<file path="src/rtl/sync_pkg.sv">
// ---------------------------------------------------------------------------
// sync_pkg
//   Shared definitions for the request pacer that feeds a pulse-crossing
//   handshake.
//   - pacer_state_e : states of the pacer FSM (also exported on a debug port)
//   - DEF_*         : default parameter values for sync_req_pacer
//   - timer_width() : width of the shared phase/guard timer, large enough to
//                     hold max(TIMEOUT, GAP)
// ---------------------------------------------------------------------------
package sync_pkg;

    typedef enum logic [1:0] {
        ST_IDLE      = 2'd0,
        ST_WAIT_RISE = 2'd1,
        ST_WAIT_FALL = 2'd2,
        ST_GUARD     = 2'd3
    } pacer_state_e;

    localparam int DEF_CNT_W   = 8;
    localparam int DEF_GAP     = 2;
    localparam int DEF_TIMEOUT = 64;

    // One timer serves both the wait-phase timeout and the guard gap, so it
    // has to hold whichever bound is larger.
    function automatic int timer_width(input int timeout, input int gap);
        int m;
        m = (timeout > gap) ? timeout : gap;
        return $clog2(m + 1);
    endfunction

endpackage

</file>
<file path="src/rtl/sync_req_pacer_sat_req_cnt.sv">
// ---------------------------------------------------------------------------
// sat_req_cnt
//   Saturating up/down counter holding the number of pending requests.
//   Ports:
//     clk, reset  : clock, asynchronous active-high reset
//     inc_i       : add one (a request arrived)
//     dec_i       : subtract one (a request was issued)
//     value_o     : current count
//     sat_hit_o   : combinational pulse when an increment is dropped at max
// ---------------------------------------------------------------------------
module sat_req_cnt
    import sync_pkg::*;
#(
    parameter int CNT_W = DEF_CNT_W
) (
    input  logic             clk,
    input  logic             reset,
    input  logic             inc_i,
    input  logic             dec_i,
    output logic [CNT_W-1:0] value_o,
    output logic             sat_hit_o
);

    localparam logic [CNT_W-1:0] CNT_MAX = '1;

    logic [CNT_W-1:0] cnt_q;
    logic [CNT_W-1:0] cnt_d;

    // Simultaneous inc and dec cancel out. The decrement is only ever
    // requested with a non-zero count, but the floor check keeps the
    // counter from wrapping regardless of the caller.
    always_comb begin
        cnt_d     = cnt_q;
        sat_hit_o = 1'b0;
        if (inc_i && !dec_i) begin
            if (cnt_q == CNT_MAX) begin
                sat_hit_o = 1'b1;
            end else begin
                cnt_d = cnt_q + 1'b1;
            end
        end else if (dec_i && !inc_i) begin
            if (cnt_q != '0) begin
                cnt_d = cnt_q - 1'b1;
            end
        end
    end

    always_ff @(posedge clk or posedge reset) begin
        if (reset) begin
            cnt_q <= '0;
        end else begin
            cnt_q <= cnt_d;
        end
    end

    assign value_o = cnt_q;

endmodule

</file>
<file path="src/rtl/sync_req_pacer.sv">
// ---------------------------------------------------------------------------
// sync_req_pacer
//   Source-domain pacer in front of a pulse-crossing handshake. Request
//   pulses are counted as pending and released one at a time as single-cycle
//   start pulses. A new start is only released after the previous crossing
//   has been seen to begin (busy rises) and end (busy falls), followed by a
//   GAP-cycle guard, so back-to-back requests never merge in the crossing.
//
//   Handshake with the crossing: start is a one-cycle pulse issued only
//   while busy is low; the crossing acknowledges by raising busy and
//   completes by dropping it. Each wait phase is bounded by TIMEOUT cycles;
//   an expired phase sets the sticky timeout flag and the issued request is
//   treated as consumed.
//
//   Ports:
//     clk, reset : clock, asynchronous active-high reset
//     req        : request pulse, one request per high cycle
//     busy       : crossing in-flight level
//     clr        : clears the sticky overflow/timeout flags
//     start      : registered one-cycle start pulse to the crossing
//     pending    : requests counted but not yet issued
//     overflow   : sticky, a request was dropped at saturation
//     timeout    : sticky, a wait phase expired
//     idle       : state is IDLE and nothing is pending
//     state_dbg  : current FSM state for observation
// ---------------------------------------------------------------------------
module sync_req_pacer
    import sync_pkg::*;
#(
    parameter int CNT_W   = DEF_CNT_W,
    parameter int GAP     = DEF_GAP,
    parameter int TIMEOUT = DEF_TIMEOUT
) (
    input  logic             clk,
    input  logic             reset,
    input  logic             req,
    input  logic             busy,
    input  logic             clr,
    output logic             start,
    output logic [CNT_W-1:0] pending,
    output logic             overflow,
    output logic             timeout,
    output logic             idle,
    output pacer_state_e     state_dbg
);

    localparam int                TMR_W    = timer_width(TIMEOUT, GAP);
    localparam logic [TMR_W-1:0] TMO_LAST = TMR_W'(TIMEOUT - 1);
    localparam logic [TMR_W-1:0] GAP_LAST = (GAP > 0) ? TMR_W'(GAP - 1) : '0;
    // With no guard gap the wait phases hand straight back to IDLE.
    localparam pacer_state_e      AFTER_WAIT = (GAP > 0) ? ST_GUARD : ST_IDLE;

    pacer_state_e     state_q, state_d;
    logic [TMR_W-1:0] timer_q, timer_d;
    logic             start_q, start_d;
    logic             overflow_q, overflow_d;
    logic             timeout_q, timeout_d;

    logic             issue;
    logic             tmo_set;
    logic             sat_hit;

    sat_req_cnt #(
        .CNT_W (CNT_W)
    ) u_cnt (
        .clk       (clk),
        .reset     (reset),
        .inc_i     (req),
        .dec_i     (issue),
        .value_o   (pending),
        .sat_hit_o (sat_hit)
    );

    always_comb begin
        state_d = state_q;
        timer_d = timer_q;
        start_d = 1'b0;
        issue   = 1'b0;
        tmo_set = 1'b0;

        case (state_q)
            ST_IDLE: begin
                // Never launch while the crossing still reports busy.
                if ((pending != '0) && !busy) begin
                    issue   = 1'b1;
                    start_d = 1'b1;
                    state_d = ST_WAIT_RISE;
                    timer_d = '0;
                end
            end
            ST_WAIT_RISE: begin
                if (busy) begin
                    state_d = ST_WAIT_FALL;
                    timer_d = '0;
                end else if (timer_q == TMO_LAST) begin
                    tmo_set = 1'b1;
                    state_d = AFTER_WAIT;
                    timer_d = '0;
                end else begin
                    timer_d = timer_q + 1'b1;
                end
            end
            ST_WAIT_FALL: begin
                if (!busy) begin
                    state_d = AFTER_WAIT;
                    timer_d = '0;
                end else if (timer_q == TMO_LAST) begin
                    tmo_set = 1'b1;
                    state_d = AFTER_WAIT;
                    timer_d = '0;
                end else begin
                    timer_d = timer_q + 1'b1;
                end
            end
            ST_GUARD: begin
                if (timer_q == GAP_LAST) begin
                    state_d = ST_IDLE;
                    timer_d = '0;
                end else begin
                    timer_d = timer_q + 1'b1;
                end
            end
            default: begin
                state_d = ST_IDLE;
                timer_d = '0;
            end
        endcase

        // Setting a sticky flag wins over a coincident clear.
        overflow_d = sat_hit | (overflow_q & ~clr);
        timeout_d  = tmo_set | (timeout_q & ~clr);
    end

    always_ff @(posedge clk or posedge reset) begin
        if (reset) begin
            state_q    <= ST_IDLE;
            timer_q    <= '0;
            start_q    <= 1'b0;
            overflow_q <= 1'b0;
            timeout_q  <= 1'b0;
        end else begin
            state_q    <= state_d;
            timer_q    <= timer_d;
            start_q    <= start_d;
            overflow_q <= overflow_d;
            timeout_q  <= timeout_d;
        end
    end

    assign start     = start_q;
    assign overflow  = overflow_q;
    assign timeout   = timeout_q;
    assign idle      = (state_q == ST_IDLE) && (pending == '0);
    assign state_dbg = state_q;

endmodule

</file>
<file path="config.mk">
export PLATFORM = sky130hd
export DESIGN_NAME = sync_req_pacer
export DESIGN_NICKNAME = d
export VERILOG_FILES = /design/src/rtl/sync_pkg.sv /design/src/rtl/sync_req_pacer_sat_req_cnt.sv /design/src/rtl/sync_req_pacer.sv
export SDC_FILE = /design/constraint.sdc
export NUM_CORES = 1
export LEC_CHECK = 0
export BUFFER_PORTS_ARGS = -buffer_cell sky130_fd_sc_hd__buf_2
export CAP_MARGIN = 20
export CORE_ASPECT_RATIO = 1.25
export CORE_UTILIZATION = 55
export CTS_BUF_LIST = sky130_fd_sc_hd__clkbuf_4 sky130_fd_sc_hd__clkbuf_8 sky130_fd_sc_hd__clkbuf_16
export CTS_CLUSTER_DIAMETER = 60
export DETAILED_ROUTE_END_ITERATION = 12
export PLACE_DENSITY = 0.89
export SYNTH_ARGS = -nofsm -noshare
export SYNTH_HDL_FRONTEND = slang
export SYNTH_SLANG_ARGS = --single-unit
</file>
<file path="constraint.sdc">
create_clock -name clk -period 8.4 [get_ports clk]
set_input_delay 1.26 -clock clk [delete_from_list [all_inputs] [get_ports clk]]
set_output_delay 1.26 -clock clk [all_outputs]
set_load 0.05 [all_outputs]
</file>
Word level (Yosys, flattened, before mapping)
Cells that the tools add are included.
- register bits after elaboration: 20
- output and inout port bits: 14
- logic and storage cells: 61
- add/subtract/negate cells: 3
- equality and inequality tests: 9
- muxes and demuxes: 24
- bitwise logic cells: 5
- reduce and logical (&&, ||, !) cells: 14
- operator list (operator ; count):
    $mux W7 ; 5
    $mux W8 ; 4
    $pmux W7 S4 ; 1
    $mux W2 ; 5
    $add A8 B1 Y8 const B ; 1
    $eq A8 B8 Y1 const B ; 1
    $logic_not A8 Y1 ; 1
    $pmux W2 S4 ; 1
    $reduce_bool A8 Y1 ; 1
    $sub A8 B1 Y8 const B ; 1
    $add A7 B1 Y7 const B ; 1
    $eq A7 B1 Y1 const B ; 1
    $eq A7 B6 Y1 const B ; 1
    $mux W1 ; 7
    $ne A2 B2 Y1 const B ; 3
    $eq A2 B2 Y1 const B ; 2
    $logic_and A1 B1 Y1 ; 4
    $reduce_bool A2 Y1 ; 2
    $logic_not A1 Y1 ; 3
    $reduce_and A3 Y1 ; 1
    $and A1 B1 Y1 ; 2
    $eq A2 B1 Y1 const B ; 1
    $logic_not A2 Y1 ; 1
    $or A1 B1 Y1 ; 2
    other kinds (3) ; 3

Logic depth before layout (Yosys ltp)
- word-level depth: 8
- mapped depth: 11
- depth with buffers taken out: 11

Modules after synthesis
Synthesis repeated with hierarchy kept, for this count alone.
- cell total of the unflattened synthesis: 148
- area total of the unflattened synthesis: 1462.7 um^2
- modules (own cells, without submodules) (module ; times used ; cells an instance ; area an instance (um^2) ; seq. area each (um^2)):
    sync_req_pacer ; 1 ; 84 ; 784.5 ; 300.3
    sat_req_cnt ; 1 ; 64 ; 678.2 ; 200.2

Least setup slack after synthesis
No wires, ideal clock.
- path kind: flip-flop to output port
- start: reg u_cnt.cnt_q[0] (netlist: u_cnt.value_o[0])
- end: out idle
- data arrival time: 1.830 ns
- data required time: 7.140 ns
- setup slack: 5.310 ns
- cell stages (with the launch flop): 4
- path buffers: 0
- cell sequence: dfrtp_1 -> or4_4 -> nor2_1 -> and2_1
- word-level cells in the longest chain between the ends: 2
- RTL lines (what ; line ; text):
    start: declaration ; sync_req_pacer_sat_req_cnt.sv:26 ; logic [CNT_W-1:0] cnt_q;
    start signal: assignment ; sync_req_pacer_sat_req_cnt.sv:52 ; cnt_q <= cnt_d;
    $logic_not A8 Y1 ; sync_req_pacer.sv:153 ; assign idle = (state_q == ST_IDLE) && (pending == '0);
    $logic_and A1 B1 Y1 ; sync_req_pacer.sv:153 ;
    end: declaration ; sync_req_pacer.sv:43 ; output logic idle,
No other way between the ends.

Final worst setup path
Same ends and word-level chain as after synthesis.

==> run_results.csv <==
group,metric,value,unit
power_and_ir_drop,leakage,0.000727,uW
yosys,synth_seq_area_share,0.358,
timing,fin_crit,3.23,ns
clock_network,cts_setup_buffers,0,
timing,setup_viol,0,
floorplanning,die_w,47.1,um
placement,place_inst,181,
worst_setup_path,setup.worst_path.end_class,"output pin",
drt,firstDrtPassIters,4,
floorplanning,die_h,58.4,um
yosys,async_flop_share,1.00,
grt,antenna_found_initial,0,
yosys,synth_warnings,0,
cells_and_area,insertedDiodeCount,0,
power_and_ir_drop,power_frac_seq,0.269,
power_and_ir_drop,p_sw,316,uW
clock_network,htree_levels,1,
yosys,synth_top_cell_by_area,"dfrtp_1",
drt,ant_nets,0,
yosys,netlist_instances,130,
yosys,synth_top_area_frac,0.358,
yosys,syn_area,1400,sq um
grt,track_usage,0.231,
timing,max_freq,310,MHz
worst_hold_path,hp-class,"reg2reg",
yosys,synth.avg_cell_area,10.8,sq um
power_and_ir_drop,vdd_drop_max,0.232,mV
power_and_ir_drop,fin_total_pwr,637,uW
status,status,"completed",
drt,wl,2680,um
clock_network,clock-sinks,20,
clock_network,numCtsBuffers,3,
yosys,synth_seq_cells,20,
power_and_ir_drop,p_per_area,411,nW/um^2
grt,grt_pass1_wl,4550,um
grt,grt_max_degree,21,
timing,clock_skew,0.00397,ns
power_and_ir_drop,p_sw_frac,0.497,
yosys,synth_edf_count,0,
yosys,synth_ff_type,"dfrtp_1",
worst_setup_path,critPathKind,"reg2out",
clock_network,root_buffer,"clkbuf_4",
clock_network,path_clk_slew,0.11,ns
worst_setup_path,critPathRequiredTime,7.14,ns
placement,dp_slack,4.93,ns
floorplanning,dieArea,2750,sq um
yosys,synth_most_common_cell,"dfrtp_1",
drt,drcViolationCount,0,
placement,port-buffer-count,18,
timing,timing.final.crit_share,0.384,
clock_network,cts_tree,"done",
job,max_cap_violations,0,
clock_network,hold_buffers,0,
floorplanning,io_pins,19,
clock_network,ctsResizeCount,0,
power_and_ir_drop,p_comb_frac,0.660,
drt,wl_per_cell,14.6,um
cells_and_area,stdcell_count,184,
timing,setup_tns,0,ns
floorplanning,row_count,20,
floorplanning,initial_core_util,0.576,
floorplanning,core-area,2430,sq um
clock_network,cts.path.max_buffers,2,
clock_network,insertion_delay,0.30,ns
grt,grt_pass1_vias,1100,
timing,worst_slew_pin_slew,0.742,ns
grt,overflow,0,
timing,relSlewSlack,0.505,
cells_and_area,nets,172,
placement,place_congestion,0.828,
cells_and_area,drive_gt1_frac,0.252,
cells_and_area,fill_cells,224,
yosys,syn_nets,149,
yosys,synth.area.top_cells,"dfrtp_1, ha_1, mux2_4, a21oi_1, xnor2_1",
worst_setup_path,arrival,1.97,ns
drt,vias_per_cell,5.79,
drt,drtIter0Drc,16,
timing,fin_ws,5.17,ns
placement,dpl.hpwl,2130,um
timing,maxSlewViolCount,0,
yosys,synth_common_cells,"dfrtp_1, ha_1, a21oi_1",
worst_setup_path,cp_max_fo,7,
timing,rsz0062_at_grt,"false",
drt,dr_total_vias,1066,
cells_and_area,area_growth,11.0,%
power_and_ir_drop,cellInternalPower,321,uW
yosys,synth.distinct_cells,41,
worst_setup_path,cp-start-kind,"flop",
timing,finalHoldViolCount,0,
power_and_ir_drop,pwr-share-clk,0.071,
==> path summary, 6_finish.rpt <==
kind / start / to / slack [ns] / depth (start not counted)
max: u_cnt.value_o[0] / idle / 5.17 / 4
min: timeout / timeout / 0.52 / 1
max reg2reg: u_cnt.value_o[0] / u_cnt.value_o[7] / 5.35 / 9
min reg2reg: timeout / timeout / 0.52 / 1
max in group asynchronous: reset / u_cnt.value_o[1] / 6.87 / 2
min in group asynchronous: reset / overflow / 1.07 / 2
==> stage by stage <==
| step | hold WS (ns) | instance area [sq um] | utilization |
|---|---|---|---|
| global placement | 0.482 | 1530 | 0.630 |
| global route | 0.529 | 1550 | 0.639 |
| floorplan | 0.485 | 1400 | - |
| detailed placement | 0.498 | 1530 | 0.630 |
| CTS | 0.523 | 1550 | 0.639 |
| finish | 0.520 | 1550 | 0.639 |
==> flip-flops by register name, indices dropped and copies added (netlist names) <==
register and cells:
timer_q 7, start 1, overflow 1, u_cnt.value_o 8
timeout 1, state_dbg 2
==> cell type report <==
cell class                      instances  area, sq um  area share
Timing Repair Buffer                   18         90.1      0.0581
Clock buffer                            3         22.5      0.0145
Sequential cell                        20          500       0.323
Multi-Input combinational cell        103          871       0.561
Tap cell                               33         41.3      0.0266
Inverter                                7         26.3      0.0169
==> logic make-up after synthesis <==
logic type	synth area share
multiplexers	0.0797
XOR/XNOR	0.0501
AO/OA/AOI/OAI	0.221
AND/OR/NAND/NOR	0.141
flip-flops	0.358
buffers and inverters	0.0188
adder cells (fa/ha/maj)	0.131
==> cells in the final DEF, fill, tap and decap left out, drive strengths merged, types with 2 or more instances in the layout <==
master  Yosys  routed
dfrtp      20      20
buf         0      18
ha         13      13
a21oi      11      11
o21ai      10      10
inv         7       7
mux2        7       7
xnor2       6       6
nand2       4       4
nor2        4       4
or2b        3       3
a31oi       3       3
and3        3       3
nor2b       3       3
a211oi      3       3
clkbuf      0       3
o21bai      3       3
nand3       2       2
nor3        2       2
or2         2       2
or4         2       2
a22o        2       2
nand4       2       2
xor2        2       2
a21o        2       2
==> power by group through the flow <==
stage                     registers, uW  clock network (uW)  logic [uW]
after floorplan                     254                   0         258
after global placement              171                   0         404
after detailed placement            173                   0         421
after CTS                           171                46.6         422
after global routing                178                50.2         461
final                               171                45.2         420
==> critical path, stage by stage (launching register included) <==
cell and delay, ns:
dfrtp_1 0.49, or4_4 0.59, nor2_1 0.16, and2_1 0.16
buf_2 0.26
==> per-layer routing <==
layer	up-vias	GRT usage	share of wire
met1	521	0.264	0.41
met4	0	0.131	0.028
met5	-	0	0
li1	521	-	-
met3	7	0.0215	0.015
met2	17	0.403	0.54
No activity file was read; power rests on OpenSTA's default activity.
